**src/rtl/accum_alu.sv**
```systemverilog
// Multi-operand accumulator: reduces a batch of COUNT operands by ADD or XOR over a
// valid/ready stream and holds one result, with sticky carry and parity, until it is accepted.
module accum_alu #(
    parameter int unsigned WIDTH = 4,
    parameter int unsigned COUNT = 4,
    parameter int unsigned CNT_W = 3
) (
    input  logic             clk,
    input  logic             rst_n,
    input  logic             in_valid,
    output logic             in_ready,
    input  logic [WIDTH-1:0] in_data,
    input  logic             in_mode,
    output logic             out_valid,
    input  logic             out_ready,
    output logic [WIDTH-1:0] out_data,
    output logic             out_carry,
    output logic             out_parity
);

    typedef enum logic [1:0] {
        IDLE  = 2'd0,
        ACCUM = 2'd1,
        DONE  = 2'd2
    } state_t;

    state_t           state, state_nxt;
    logic [WIDTH-1:0] acc, acc_nxt;
    logic [CNT_W-1:0] cnt, cnt_nxt;
    logic             carry, carry_nxt;
    logic             mode, mode_nxt;
    logic [WIDTH:0]   sum;
    logic             done;
    logic             beat;

    // Outputs decode the registered state; rst_n forces them low while reset is held.
    assign done       = rst_n && (state == DONE);
    assign in_ready   = rst_n && (state != DONE);
    assign out_valid  = done;
    assign out_data   = done ? acc : '0;
    assign out_carry  = done & carry;
    assign out_parity = done & (^acc);
    assign beat       = in_valid & in_ready;

    always_ff @(posedge clk) begin
        if (!rst_n) begin
            state <= IDLE;
            acc   <= '0;
            cnt   <= '0;
            carry <= 1'b0;
            mode  <= 1'b0;
        end else begin
            state <= state_nxt;
            acc   <= acc_nxt;
            cnt   <= cnt_nxt;
            carry <= carry_nxt;
            mode  <= mode_nxt;
        end
    end

    // Next-state and datapath update; all state holds unless a beat or result accept occurs.
    always_comb begin
        state_nxt = state;
        acc_nxt   = acc;
        cnt_nxt   = cnt;
        carry_nxt = carry;
        mode_nxt  = mode;
        sum       = {1'b0, acc} + {1'b0, in_data};
        case (state)
            IDLE: begin
                if (beat) begin
                    acc_nxt   = in_data;
                    mode_nxt  = in_mode;
                    carry_nxt = 1'b0;
                    cnt_nxt   = CNT_W'(1);
                    state_nxt = ACCUM;
                end
            end
            ACCUM: begin
                if (beat) begin
                    if (mode) begin
                        acc_nxt = acc ^ in_data;
                    end else begin
                        acc_nxt   = sum[WIDTH-1:0];
                        carry_nxt = carry | sum[WIDTH];
                    end
                    cnt_nxt = cnt + CNT_W'(1);
                    if (cnt == CNT_W'(COUNT - 1)) begin
                        state_nxt = DONE;
                    end
                end
            end
            DONE: begin
                if (out_valid && out_ready) begin
                    state_nxt = IDLE;
                end
            end
            default: state_nxt = IDLE;
        endcase
    end

endmodule
```
**config.mk**
```make
export PLATFORM = sky130hd
export DESIGN_NAME = accum_alu
export DESIGN_NICKNAME = d
export VERILOG_FILES = /design/src/rtl/accum_alu.sv
export SDC_FILE = /design/constraint.sdc
export NUM_CORES = 1
export LEC_CHECK = 0
export BUFFER_PORTS_ARGS = -buffer_cell sky130_fd_sc_hd__buf_2
export CORE_MARGIN = 5
export CORE_UTILIZATION = 54
export CTS_BUF_LIST = sky130_fd_sc_hd__clkbuf_8
export DETAILED_ROUTE_END_ITERATION = 16
export MAX_ROUTING_LAYER = met4
export PLACE_DENSITY = 0.77
export SETUP_SLACK_MARGIN = 0.5
export SLEW_MARGIN = 20
export SYNTH_ARGS = -nofsm -noshare
export SYNTH_HDL_FRONTEND = slang
export SYNTH_SLANG_ARGS = --single-unit
```
**constraint.sdc**
```tcl
create_clock -name clk -period 1.8 [get_ports clk]
set_input_delay 0.18 -clock clk [delete_from_list [all_inputs] [get_ports clk]]
set_output_delay 0.18 -clock clk [all_outputs]
set_load 0.1 [all_outputs]
```
* After elaboration in Yosys (flattened, before gate mapping)
Index checks and enable logic that the tools add are counted.
Storage, ports and cells: register bits after elaboration 11, bits of input ports 9
Operators by class: $add $sub $neg 2, mux-type cells 17, reduce and logical (&&, ||, !) cells 10, eq/ne operators 9, bitwise gates (word level) 5
Operators by type and width (count):
- $mux W4 | 4
- $ne A2 B2 Y1 const B | 5
- $mux W2 | 4
- $pmux W4 S2 | 1
- $reduce_and A4 Y1 | 2
- $mux W3 | 2
- $pmux W2 S3 | 1
- $pmux W3 S2 | 1
- $add A4 B4 Y5 | 1
- $reduce_xor A4 Y1 | 1
- $xor A4 B4 Y4 | 1
- $add A3 B1 Y3 const B | 1
- $and A1 B1 Y1 | 3
- $eq A3 B2 Y1 const B | 1
- $logic_and A1 B1 Y1 | 3
- $mux W1 | 3
- $reduce_and A3 Y1 | 1
- $eq A2 B1 Y1 const B | 1
- $eq A2 B2 Y1 const B | 1
- $logic_not A2 Y1 | 1
- $ne A2 B1 Y1 const B | 1
- $pmux W1 S2 | 1
- $reduce_and A2 Y1 | 1
- $reduce_bool A2 Y1 | 1
- $or A1 B1 Y1 | 1

* Logic depth before layout (Yosys ltp)
depth after elaboration 5, depth in mapped cells 6, mapped depth without buffers 6

* Worst setup path after synthesis
Ideal clock, no wire load.
path type flip-flop to output port, start point register state[0], end point output in_ready, arrival time 2682 ps, setup slack -1062 ps, data required time 1620 ps, stages on the path, launching flop included 3, cell sequence dfxtp_1 inv_1 a21boi_0
Between the ends: word-level cells in the longest chain between the ends 2
RTL lines:
- start: declaration | line 27 | state_t state, state_nxt;
- start signal: assignment | line 53 | state <= state_nxt;
- $ne A2 B2 Y1 | line 38 | assign in_ready = rst_n && (state != DONE);
- $logic_and A1 B1 Y1 | line 38
- end: declaration | line 11 | output logic in_ready,
No other way between the ends.

* Worst setup path in the final report
start point register acc[0], end point register carry
Between the ends: word-level cells in the longest chain between the ends 5
RTL lines:
- start: declaration | line 28 | logic [WIDTH-1:0] acc, acc_nxt;
- start signal: assignment | line 54 | acc <= acc_nxt;
- $add A4 B4 Y5 | line 68 | sum = {1'b0, acc} + {1'b0, in_data};
- $or A1 B1 Y1 | line 85 | carry_nxt = carry | sum[WIDTH];
- $mux W1 | line 81 | if (mode) begin
- $mux W1 | line 80 | if (beat) begin
- $pmux W1 S2 | line 69 | case (state)
- end signal: assignment | line 56 | carry <= carry_nxt;
- end: declaration | line 30 | logic carry, carry_nxt;
No other way between the ends. The select of a mux whose other input is x is not followed. A chain may end at the register's enable or synchronous reset.

==> metrics.csv <==
stage;metric;value;unit
status;status;complete, no violations;
setup_path;crit-path max FO;3;
cts;TritonCTS clock tree;yes;
synth;share of the synthesized area in the top cell type;0.3040;
die;Core Area;1285;µm²
synth;Yosys warning count;0;
synth;simple-gate share of the synthesized area;0.2090;
setup_path;Crit-path slowest cell;dfxtp_4;
detailed_routing;DRT antenna net count;0;
timing;Slew HR;0.7820;
cts;TritonCTS buffer count;3;
power_and_ir_drop;peak supply drop;587.2;µV
detailed_routing;via count of the routed design;731;
cts;CTS sink cnt;11;
synth;Mapped Nets;97;
timing;RSZ-0062 raised after global routing;yes;
synth;post-synthesis compound-gate area fraction;0.2211;
global_route;largest net degree at the start of global routing;15;
setup_path;Reg-to-Reg Start;acc[0];
timing;Tmin final;1588;ps
cts;Clock Tree Root;clkbuf_8;
timing;fmax;629.7;MHz
timing;setup TNS;0;ps
synth;XOR/XNOR Fraction of Synth Area;0.06045;
setup_path;Worst R2R End;carry;
timing;Worst Tran Pin Value;326.3;ps
detailed_routing;post-DR vias/cell;6.248;
layout;Area growth, synth to finish;54.75;%
detailed_routing;# DRC;0;
setup_path;critical path class;reg -> reg;
die;row count;13;
synth;Mapped Cells;81;
die;io pins;17;
synth;Seq/Total Area, Yosys;0.3040;
die;initial core utilization;0.5638;
synth;most frequent cell after synthesis;dfxtp_1;
setup_path;CP endpoint kind;flop;
detailed_routing;routed len/inst;19.43;µm
cts;worst skew pair latency;240;ps
timing;part of the cycle the worst path needs;0.8823;
layout;ANT cells;0;
synth;share of async-settable or async-resettable flops after synthesis;0;
cts;number of H-tree levels;1;
synth;Synth top cells by count;11 x dfxtp_1, 7 x and2_1, 6 x ha_1;
global_route;global-route usage over all layers;0.2305;
layout;NumNets Final;119;
die;die span in x;46.63;µm
die;Die Ht;46.63;µm
hold_path;Tightest Hold Check Type;in -> reg;
setup_path;Cell Chain, Critical Path;ha_4 -> fa_2 -> a21o_2 -> a21oi_2 -> nor3_1 -> o221a_2;
synth;mapped cell area;724.4;µm²
global_route;initial antenna violation count;0;
timing;Fin Clk Skew;3.822;ps
synth;post-synth top area cell;dfxtp_1;
global_route;remaining global-route overflow;0;
synth;post-synth cell types;31;
die;die area;2174;µm²
timing;Final setup viols;0;
setup_path;cells on worst reg2reg path;6;
setup_path;startpoint class of the critical path;flop;
setup_path;crit path from;acc[0];
setup_path;reg2reg setup slack;210;ps
timing;Worst Hold Slack;212.6;ps
synth;Top FF cell, synth;dfxtp_1;
detailed_routing;Routed WL;2273;µm
global_route;vias in the first global route;724;
synth;synthesis-stage register bit count;11;
setup_path;Critical Path Max Stage Delay;360;ps
synth;Post-Synth Adder-Cell Area;0.1313;
cts;Post-CTS Hold Fix Bufs;0;
placed_design;Final Wtd Congestion;0.8679;
synth;Post-synth EDFFs;0;
setup_path;CP endpoint;carry;
synth;synth top area cells;dfxtp_1 30%, ha_1 10%, and2_1 6.0%;
setup_path;arrival time at the worst endpoint;1720;ps
setup_path;Worst Path Required;1930;ps
placed_design;DP HPWL;1344;µm
flow_run;max cap viols;0;
layout;fillers;64;
synth;Syn Area/Cell;8.944;µm²
cts;clock slew at reported path FFs;60;ps
detailed_routing;DRT iter0 DRCs;21;
detailed_routing;first-pass detailed-route iteration total;4;
layout;share of cells above drive strength 1;0.5196;
cts;clk buf depth;2;
global_route;first-pass GRT wire length;3367;µm
placed_design;number of port buffers;16;
power_and_ir_drop;Static Leak;0.4571;nW
synth;largest family of logic cells by synthesized area;compound AO/OA/AOI/OAI gates;
timing;Max Slew Vio Count;0;
timing;Final Hold Vio Count;0;
power_and_ir_drop;Power Density;632.4;nW/µm²
synth;proportion of synthesized area in mux cells;0.02763;
-- power by group --
| part | internal, mW | leakage (nW) | total (mW) | switching (mW) |
|---|---|---|---|---|
| sequential | 0.258 | 0.0936 | 0.280 | 0.0222 |
| combinational | 0.0827 | 0.338 | 0.174 | 0.0914 |
| clock | 0.153 | 0.0255 | 0.254 | 0.102 |
-- repair_timing --
item                                    4_1_cts  5_1_grt
pin swaps                                     6        1
resized for setup                            16        4
setup buffers                                 3        1
endpoints found under the setup margin       12       13
-- area by class of cell --
type	count	area [µm²]	share of cell area
sequential	11	237.7	0.2121
timing repair buffer	22	236.5	0.2109
clock inverter	1	5.005	0.004464
multi-input combinational	62	568.0	0.5067
tap	15	18.77	0.01674
inverter	3	13.76	0.01228
clock buffer	3	41.29	0.03683
-- state kept, by name, summed over array words and instances, names as in the netlist --
name / cells
acc: 4
cnt: 3
state: 2
carry: 1
mode: 1
-- per-layer routing --
metal | part of all wire | vias up | global-route usage | wire (µm)
met5 | 0 | - | - | 0
met4 | 0.054 | 0 | 0.1436 | 123
met3 | 0.079 | 16 | 0.05078 | 180
met2 | 0.49 | 47 | 0.4011 | 1122
met1 | 0.37 | 340 | 0.2297 | 846
li1 | - | 328 | - | -
-- stage by stage --
step           utilization  cell area, µm²  std cells  total power, mW  setup slack [ps]
2_1_floorplan            -           813.3         81           0.3850             302.0
3_3_place_gp        0.7575           973.4        109           0.4174             272.9
3_5_place_dp        0.7575           973.4        109           0.4246             249.5
4_1_cts             0.8598            1105        116           0.6916             243.6
5_1_grt             0.8724            1121        117           0.7366             190.3
6_report            0.8724            1121        117           0.7089             211.9
-- worst min path at each step --
stage | from | end | slack [ps] | depth (start not counted)
2_1_floorplan | in_valid | state[0] | 280 | 1
3_3_place_gp | in_valid | state[0] | 440 | 2
3_5_place_dp | in_mode | mode | 460 | 3
4_1_cts | in_mode | mode | 210 | 3
5_1_grt | in_mode | mode | 220 | 3
6_report | in_mode | mode | 210 | 3
-- critical path: cells and delay by family, from the launching register on --
kind | cells | cell delay (ps)
AOI/OAI and AO/OA | 3 | 560
adders and majority gates | 2 | 490
DFF | 1 | 360
and+or+nand+nor | 1 | 60
-- layout by cell type (no fill, tap or decap), types with 2 or more instances in the layout --
cell type  count
buf_2          8
buf_12         7
and2_4         6
buf_4          6
dfxtp_1        5
o211ai_1       4
nand3_1        4
nand2_1        4
dfxtp_4        4
xnor2_1        3
nand2b_1       3
nor3_1         3
ha_4           3
clkbuf_8       3
inv_1          2
xor2_2         2
nor2_1         2
a21boi_0       2
o211a_1        2
mux2i_1        2
ha_1           2
dfxtp_2        2
-- kinds of logic (layout without fill, tap and decap cells) --
| family | after synthesis | after routing |
|---|---|---|
| AOI/OAI and AO/OA | 20 | 20 |
| buffers and inverters | 8 | 29 |
| and+or+nand+nor | 28 | 28 |
| muxes | 2 | 2 |
| xor gates and xnor gates | 5 | 5 |
| DFF | 11 | 11 |
| adders and majority gates | 7 | 7 |
Power figures use the tool's default switching activity.
